<file path="config.mk">
export PLATFORM = sky130hd
export DESIGN_NAME = unidade_controle
export DESIGN_NICKNAME = d
export VERILOG_FILES = /design/src/rtl/unidade_controle_pkg.sv /design/src/rtl/unidade_controle_decode.sv /design/src/rtl/unidade_controle.sv
export SDC_FILE = /design/constraint.sdc
export NUM_CORES = 1
export LEC_CHECK = 0
export ABC_AREA = 1
export BUFFER_PORTS_ARGS = -buffer_cell sky130_fd_sc_hd__buf_2
export CORE_MARGIN = 8
export CORE_UTILIZATION = 44
export DETAILED_ROUTE_END_ITERATION = 10
export GPL_TIMING_DRIVEN = 0
export PLACE_DENSITY = 0.71
export SYNTH_ARGS = -nofsm -noshare
export SYNTH_HDL_FRONTEND = slang
export SYNTH_SLANG_ARGS = --single-unit
export TNS_END_PERCENT = 100
</file>
<file path="constraint.sdc">
create_clock -name clk -period 0.8 [get_ports clk]
set_clock_uncertainty 0.1 [all_clocks]
set_input_delay 0.04 -clock clk [delete_from_list [all_inputs] [get_ports clk]]
set_output_delay 0.04 -clock clk [all_outputs]
set_load 0.01 [all_outputs]
</file>
<file path="src/rtl/unidade_controle_pkg.sv">
// Shared encodings for the main decoder: instruction classes, funct codes,
// datapath select encodings and the packed control vector with its NOP value.
package unidade_controle_pkg;

    localparam logic [1:0] OPC_R    = 2'b00;
    localparam logic [1:0] OPC_IMM  = 2'b01;
    localparam logic [1:0] OPC_MEM  = 2'b10;
    localparam logic [1:0] OPC_CTRL = 2'b11;

    localparam logic [2:0] FUNCT_LW   = 3'b000;
    localparam logic [2:0] FUNCT_SW   = 3'b001;
    localparam logic [2:0] FUNCT_BEQ  = 3'b000;
    localparam logic [2:0] FUNCT_J    = 3'b001;
    localparam logic [2:0] FUNCT_JR   = 3'b010;
    localparam logic [2:0] FUNCT_JAL  = 3'b011;
    localparam logic [2:0] FUNCT_HALT = 3'b111;
    localparam logic [2:0] FUNCT_LI   = 3'b111;

    localparam logic [1:0] ALUOP_ADD = 2'b00;
    localparam logic [1:0] ALUOP_SUB = 2'b01;
    localparam logic [1:0] ALUOP_R   = 2'b10;
    localparam logic [1:0] ALUOP_IMM = 2'b11;

    localparam logic [1:0] SRC2_REG = 2'b00;
    localparam logic [1:0] SRC2_IMM = 2'b01;
    localparam logic [1:0] SRC2_ONE = 2'b10;

    localparam logic [1:0] JV_REL = 2'b00;
    localparam logic [1:0] JV_ABS = 2'b01;
    localparam logic [1:0] JV_REG = 2'b10;

    typedef struct packed {
        logic       pc_write;
        logic       reg_org1;
        logic       reg_org2;
        logic       reg_dst;
        logic       reg_write;
        logic       alu_src1;
        logic [1:0] alu_src2;
        logic [1:0] alu_op;
        logic [1:0] jump_value;
        logic       cond;
        logic       jump;
        logic       men_write;
        logic       men_read;
        logic       men_to_reg;
    } ctrl_t;

    localparam ctrl_t NOP_CTRL = '{
        pc_write:   1'b1,
        reg_org1:   1'b0,
        reg_org2:   1'b0,
        reg_dst:    1'b0,
        reg_write:  1'b0,
        alu_src1:   1'b0,
        alu_src2:   2'b00,
        alu_op:     2'b00,
        jump_value: 2'b00,
        cond:       1'b0,
        jump:       1'b0,
        men_write:  1'b0,
        men_read:   1'b0,
        men_to_reg: 1'b0
    };

endpackage

</file>
<file path="src/rtl/unidade_controle_decode.sv">
// Purely combinational Opcode/Funct to control-vector decoder.
// Anything not listed below falls through to the NOP vector.
module unidade_controle_decode
    import unidade_controle_pkg::*;
(
    input  logic [1:0] opcode_i,
    input  logic [2:0] funct_i,
    output ctrl_t      ctrl_o
);

    always_comb begin
        ctrl_o = NOP_CTRL;
        unique case (opcode_i)
            OPC_R: begin
                ctrl_o.reg_write = 1'b1;
                ctrl_o.reg_dst   = 1'b1;
                ctrl_o.alu_op    = ALUOP_R;
            end
            OPC_IMM: begin
                ctrl_o.reg_write = 1'b1;
                ctrl_o.alu_src2  = SRC2_IMM;
                ctrl_o.alu_op    = ALUOP_IMM;
                // Load immediate adds the immediate to r0.
                ctrl_o.reg_org1  = (funct_i == FUNCT_LI);
            end
            OPC_MEM: begin
                if (funct_i == FUNCT_LW) begin
                    ctrl_o.men_read   = 1'b1;
                    ctrl_o.men_to_reg = 1'b1;
                    ctrl_o.reg_write  = 1'b1;
                    ctrl_o.alu_src2   = SRC2_IMM;
                    ctrl_o.alu_op     = ALUOP_ADD;
                end else if (funct_i == FUNCT_SW) begin
                    ctrl_o.men_write = 1'b1;
                    ctrl_o.reg_org2  = 1'b1;
                    ctrl_o.alu_src2  = SRC2_IMM;
                    ctrl_o.alu_op    = ALUOP_ADD;
                end
            end
            OPC_CTRL: begin
                case (funct_i)
                    FUNCT_BEQ: begin
                        ctrl_o.jump       = 1'b1;
                        ctrl_o.cond       = 1'b1;
                        ctrl_o.alu_op     = ALUOP_SUB;
                        ctrl_o.jump_value = JV_REL;
                    end
                    FUNCT_J: begin
                        ctrl_o.jump       = 1'b1;
                        ctrl_o.jump_value = JV_ABS;
                    end
                    FUNCT_JR: begin
                        ctrl_o.jump       = 1'b1;
                        ctrl_o.jump_value = JV_REG;
                    end
                    FUNCT_JAL: begin
                        // Link: ALU computes PC + 1 into rd.
                        ctrl_o.jump       = 1'b1;
                        ctrl_o.jump_value = JV_ABS;
                        ctrl_o.reg_write  = 1'b1;
                        ctrl_o.reg_dst    = 1'b1;
                        ctrl_o.alu_src1   = 1'b1;
                        ctrl_o.alu_src2   = SRC2_ONE;
                        ctrl_o.alu_op     = ALUOP_ADD;
                    end
                    FUNCT_HALT: ctrl_o = '0;
                    default:    ctrl_o = NOP_CTRL;
                endcase
            end
            default: ctrl_o = NOP_CTRL;
        endcase
    end

endmodule

</file>
<file path="src/rtl/unidade_controle.sv">
// Main decoder of the 8-bit processor: decodes Opcode/Funct and registers the
// control strobes with one clock of latency; reset clears every output.
module unidade_controle
    import unidade_controle_pkg::*;
(
    input  logic       clk,
    input  logic       reset,
    input  logic [1:0] Opcode,
    input  logic [2:0] Funct,
    output logic       PCWrite,
    output logic       RegOrg1,
    output logic       RegOrg2,
    output logic       RegDst,
    output logic       RegWrite,
    output logic       ALUSrc1,
    output logic [1:0] ALUSrc2,
    output logic [1:0] ALUOp,
    output logic [1:0] JumpValue,
    output logic       Cond,
    output logic       Jump,
    output logic       MenWrite,
    output logic       MenRead,
    output logic       MenToReg
);

    ctrl_t ctrl_d;
    ctrl_t ctrl_q;

    unidade_controle_decode u_decode (
        .opcode_i (Opcode),
        .funct_i  (Funct),
        .ctrl_o   (ctrl_d)
    );

    // Reset clears PCWrite too, so the PC holds while reset is high.
    always_ff @(posedge clk or posedge reset) begin
        if (reset) begin
            ctrl_q <= '0;
        end else begin
            ctrl_q <= ctrl_d;
        end
    end

    assign PCWrite   = ctrl_q.pc_write;
    assign RegOrg1   = ctrl_q.reg_org1;
    assign RegOrg2   = ctrl_q.reg_org2;
    assign RegDst    = ctrl_q.reg_dst;
    assign RegWrite  = ctrl_q.reg_write;
    assign ALUSrc1   = ctrl_q.alu_src1;
    assign ALUSrc2   = ctrl_q.alu_src2;
    assign ALUOp     = ctrl_q.alu_op;
    assign JumpValue = ctrl_q.jump_value;
    assign Cond      = ctrl_q.cond;
    assign Jump      = ctrl_q.jump;
    assign MenWrite  = ctrl_q.men_write;
    assign MenRead   = ctrl_q.men_read;
    assign MenToReg  = ctrl_q.men_to_reg;

endmodule

</file>
==> impl_metrics.py <==
metrics = {
    "synthesis": {
        "yosys_register_bits": 15,
        "ys.flop_type": "dfrtp_1",
        "synthesis.nets": 64,
        "synthTopCellsByCount": "dfrtp_1 (15), inv_1 (9), nand2_1 (5)",
        "netlist_instances": 53,
        "synth_top_area_share_pct": 62.9,
        "synth.distinct_cells": 16,
        "yosys_warnings": 0,
        "ys_seq_area_share_pct": 62.9,
        "async_reset_ff_share_pct": 100,
        "synth_most_common_cell": "dfrtp_1",
        "yosys.area.top_type": "dfrtp_1",
        "ys_top_cells_by_area": "dfrtp_1 (63%), ha_1 (8.4%), inv_1 (5.7%)",
        "synth_area_sq_um": 597,
        "post_synth.cell_area_avg_sq_um": 11.3,
        "synth_edf_count": 0,
    },
    "grt": {
        "overflow": 0,
        "grt_max_degree": 16,
        "grt_pass1_wl_um": 1800,
        "grt_antenna_before_repair": 0,
        "grt_pass1_vias": 431,
        "grt_usage_pct": 8.60,
    },
    "clock_tree": {
        "clk_pin_slew_ns": 0.08,
        "cts_root_buf": "clkbuf_4",
        "cts_buffers": 3,
        "clkSinkCount": 15,
        "postCtsSetupBuffers": 0,
        "h-tree-depth": 1,
        "clockBufferDepth": 2,
        "cts_tree": "done",
    },
    "worst_hold_path": {
        "hold_path.class": "in2async",
    },
    "routing": {
        "vias": 440,
        "dr.pass1.iters": 6,
        "routed_wl_um": 1110,
        "routedWlPerCell_um": 11.5,
        "drtAntennaViolNets": 0,
        "viasPerCell": 4.58,
        "drtIter0Drc": 11,
        "drc": 0,
    },
    "timing": {
        "finalCriticalPeriod_ns": 1.03,
        "fin_crit_sh_pct": 128,
        "fmax_ghz": 0.975,
        "max_slew_margin_pct": 63.7,
        "worstMarginPinSlew_ns": 0.544,
        "setup_viol": 18,
        "rsz0062_at_grt": "yes",
        "maxSlewViolCount": 0,
        "layout_setup_ws_ns": -0.226,
        "hold_ws_ns": -0.306,
        "hold_viol": 25,
    },
    "critical_path": {
        "critPathKind": "reg2out",
        "critPathMaxFanout": 2,
        "cp-end-kind": "output pin",
        "crit_path_start_kind": "flip-flop",
        "crit_arrival_ns": 0.89,
        "critPathRequiredTime_ns": 0.66,
    },
    "floorplan": {
        "dieArea_sq_mm": 0.00279,
        "chipWidth_um": 52.8,
        "coreArea_sq_mm": 0.00128,
        "std_cell_rows": 13,
        "die_y_um": 52.8,
        "start_util_pct": 46.4,
        "boundaryPins": 24,
    },
    "final_layout": {
        "layout-drive-gt1-share_pct": 45.7,
        "fin_area_sq_um": 792,
        "nets": 93,
        "antenna_cells": 0,
        "syn2layout_area_growth_pct": 32.7,
        "final_core_util_pct": 61.6,
        "fill_cells": 104,
    },
    "pwr": {
        "p_leak_uw": 0.000469,
        "p_per_area_mw_per_mm2": 1720,
        "vdd_drop_max_mv": 0.934,
    },
    "place": {
        "port_buffers": 23,
        "gp_congestion": 0.752,
        "post-place-ws_ns": -0.140,
        "dpl.hpwl_um": 897,
        "place_area_sq_um": 736,
    },
    "job": {
        "drv_cap": 0,
    },
    "status": {
        "violations": "negative hold slack, negative setup slack",
        "status": "complete, but fails checks",
    },
}
## critical path, cell delays in order (launching register included)
cell     delay [ns]
dfrtp_1        0.39
buf_6          0.12
buf_6          0.11
## metrics by stage
| stage | setup TNS [ns] | cells | total power [uW] |
|---|---|---|---|
| 2_1_floorplan | 0 | 53 | 889 |
| 3_3_place_gp | -0.378 | 91 | 956 |
| 3_5_place_dp | -0.421 | 91 | 961 |
| 4_1_cts | -2.33 | 96 | 1380 |
| 5_1_grt | -2.85 | 96 | 1430 |
| 6_report | -2.14 | 96 | 1360 |
## sequential cells by signal, summed over array words and instances (netlist names)
| register | flops |
|---|---|
| Jump | 1 |
| JumpValue | 2 |
| MenWrite | 1 |
| Cond | 1 |
| MenRead | 1 |
| PCWrite | 1 |
| RegWrite | 1 |
| ALUSrc2 | 2 |
| RegOrg1 | 1 |
| ALUSrc1 | 1 |
| RegDst | 1 |
| ALUOp | 2 |
## path summary, 6_finish.rpt
path | startpoint | end | slack, ns | cells after the start
max | MenWrite | RegOrg2 | -0.23 | 2
min | reset | ALUSrc2[0] | -0.31 | 2
max in group asynchronous | reset | MenRead | 0.55 | 2
min in group clk | Funct[2] | Jump | -0.09 | 2
## area by class of cell
cell class | instances | area, sq um | area share [%]
flip-flops and latches | 15 | 375 | 47.4
multi-input cells | 26 | 174 | 22.0
repair buffers | 24 | 138 | 17.4
inverters | 10 | 37.5 | 4.74
clock buffers | 4 | 26.3 | 3.32
plain buffers | 2 | 22.5 | 2.84
well taps | 15 | 18.8 | 2.37
## power by group
group | switching, uW | leakage [uW] | internal, uW
combinational | 96.8 | 0.000259 | 62.7
sequential | 5.96 | 0.000195 | 783
clock | 217 | 0.0000150 | 193
total | 320 | 0.000469 | 1040
## cell usage in the layout (no fill, tap or decap)
master          n
inv_2           1
nand2_1         5
o21ai_1         1
ha_2            2
or2_2           1
nor3_1          1
nand4_2         1
nor2_2          2
clkbuf_1        1
dfrtp_1        15
nand4_1         2
ha_1            2
a21oi_2         1
buf_6           4
nor2_1          4
buf_2          21
inv_1           9
nand3_1         3
dlygate4sd3_1   1
clkbuf_4        3
and3_2          1
## per-layer routing
layer | GRT usage (%) | vias to the layer above | part of all wire (%)
met5 | 0 | - | 0
met4 | 6.47 | 0 | 2.3
met3 | 1.99 | 4 | 7.9
met2 | 14.8 | 14 | 53
met1 | 8.67 | 202 | 37
li1 | - | 220 | -
## logic make-up (layout without fill, tap and decap cells)
kind of cell	count (synthesis)	after routing	share of synthesized area (%)
AOI/OAI and AO/OA	2	2	2.31
adders and majority gates	4	4	8.39
buffers and inverters	12	40	8.80
DFF	15	15	62.9
and+or+nand+nor	20	20	17.6
## repair_timing
item	in CTS	in global routing
gates cloned	0	0
hold endpoints to repair	22	22
setup endpoints to repair	17	19
hold buffers	1	1
resized for setup	4	0
pin swaps	0	0
Note: power is estimated with default switching activity, not from simulation.
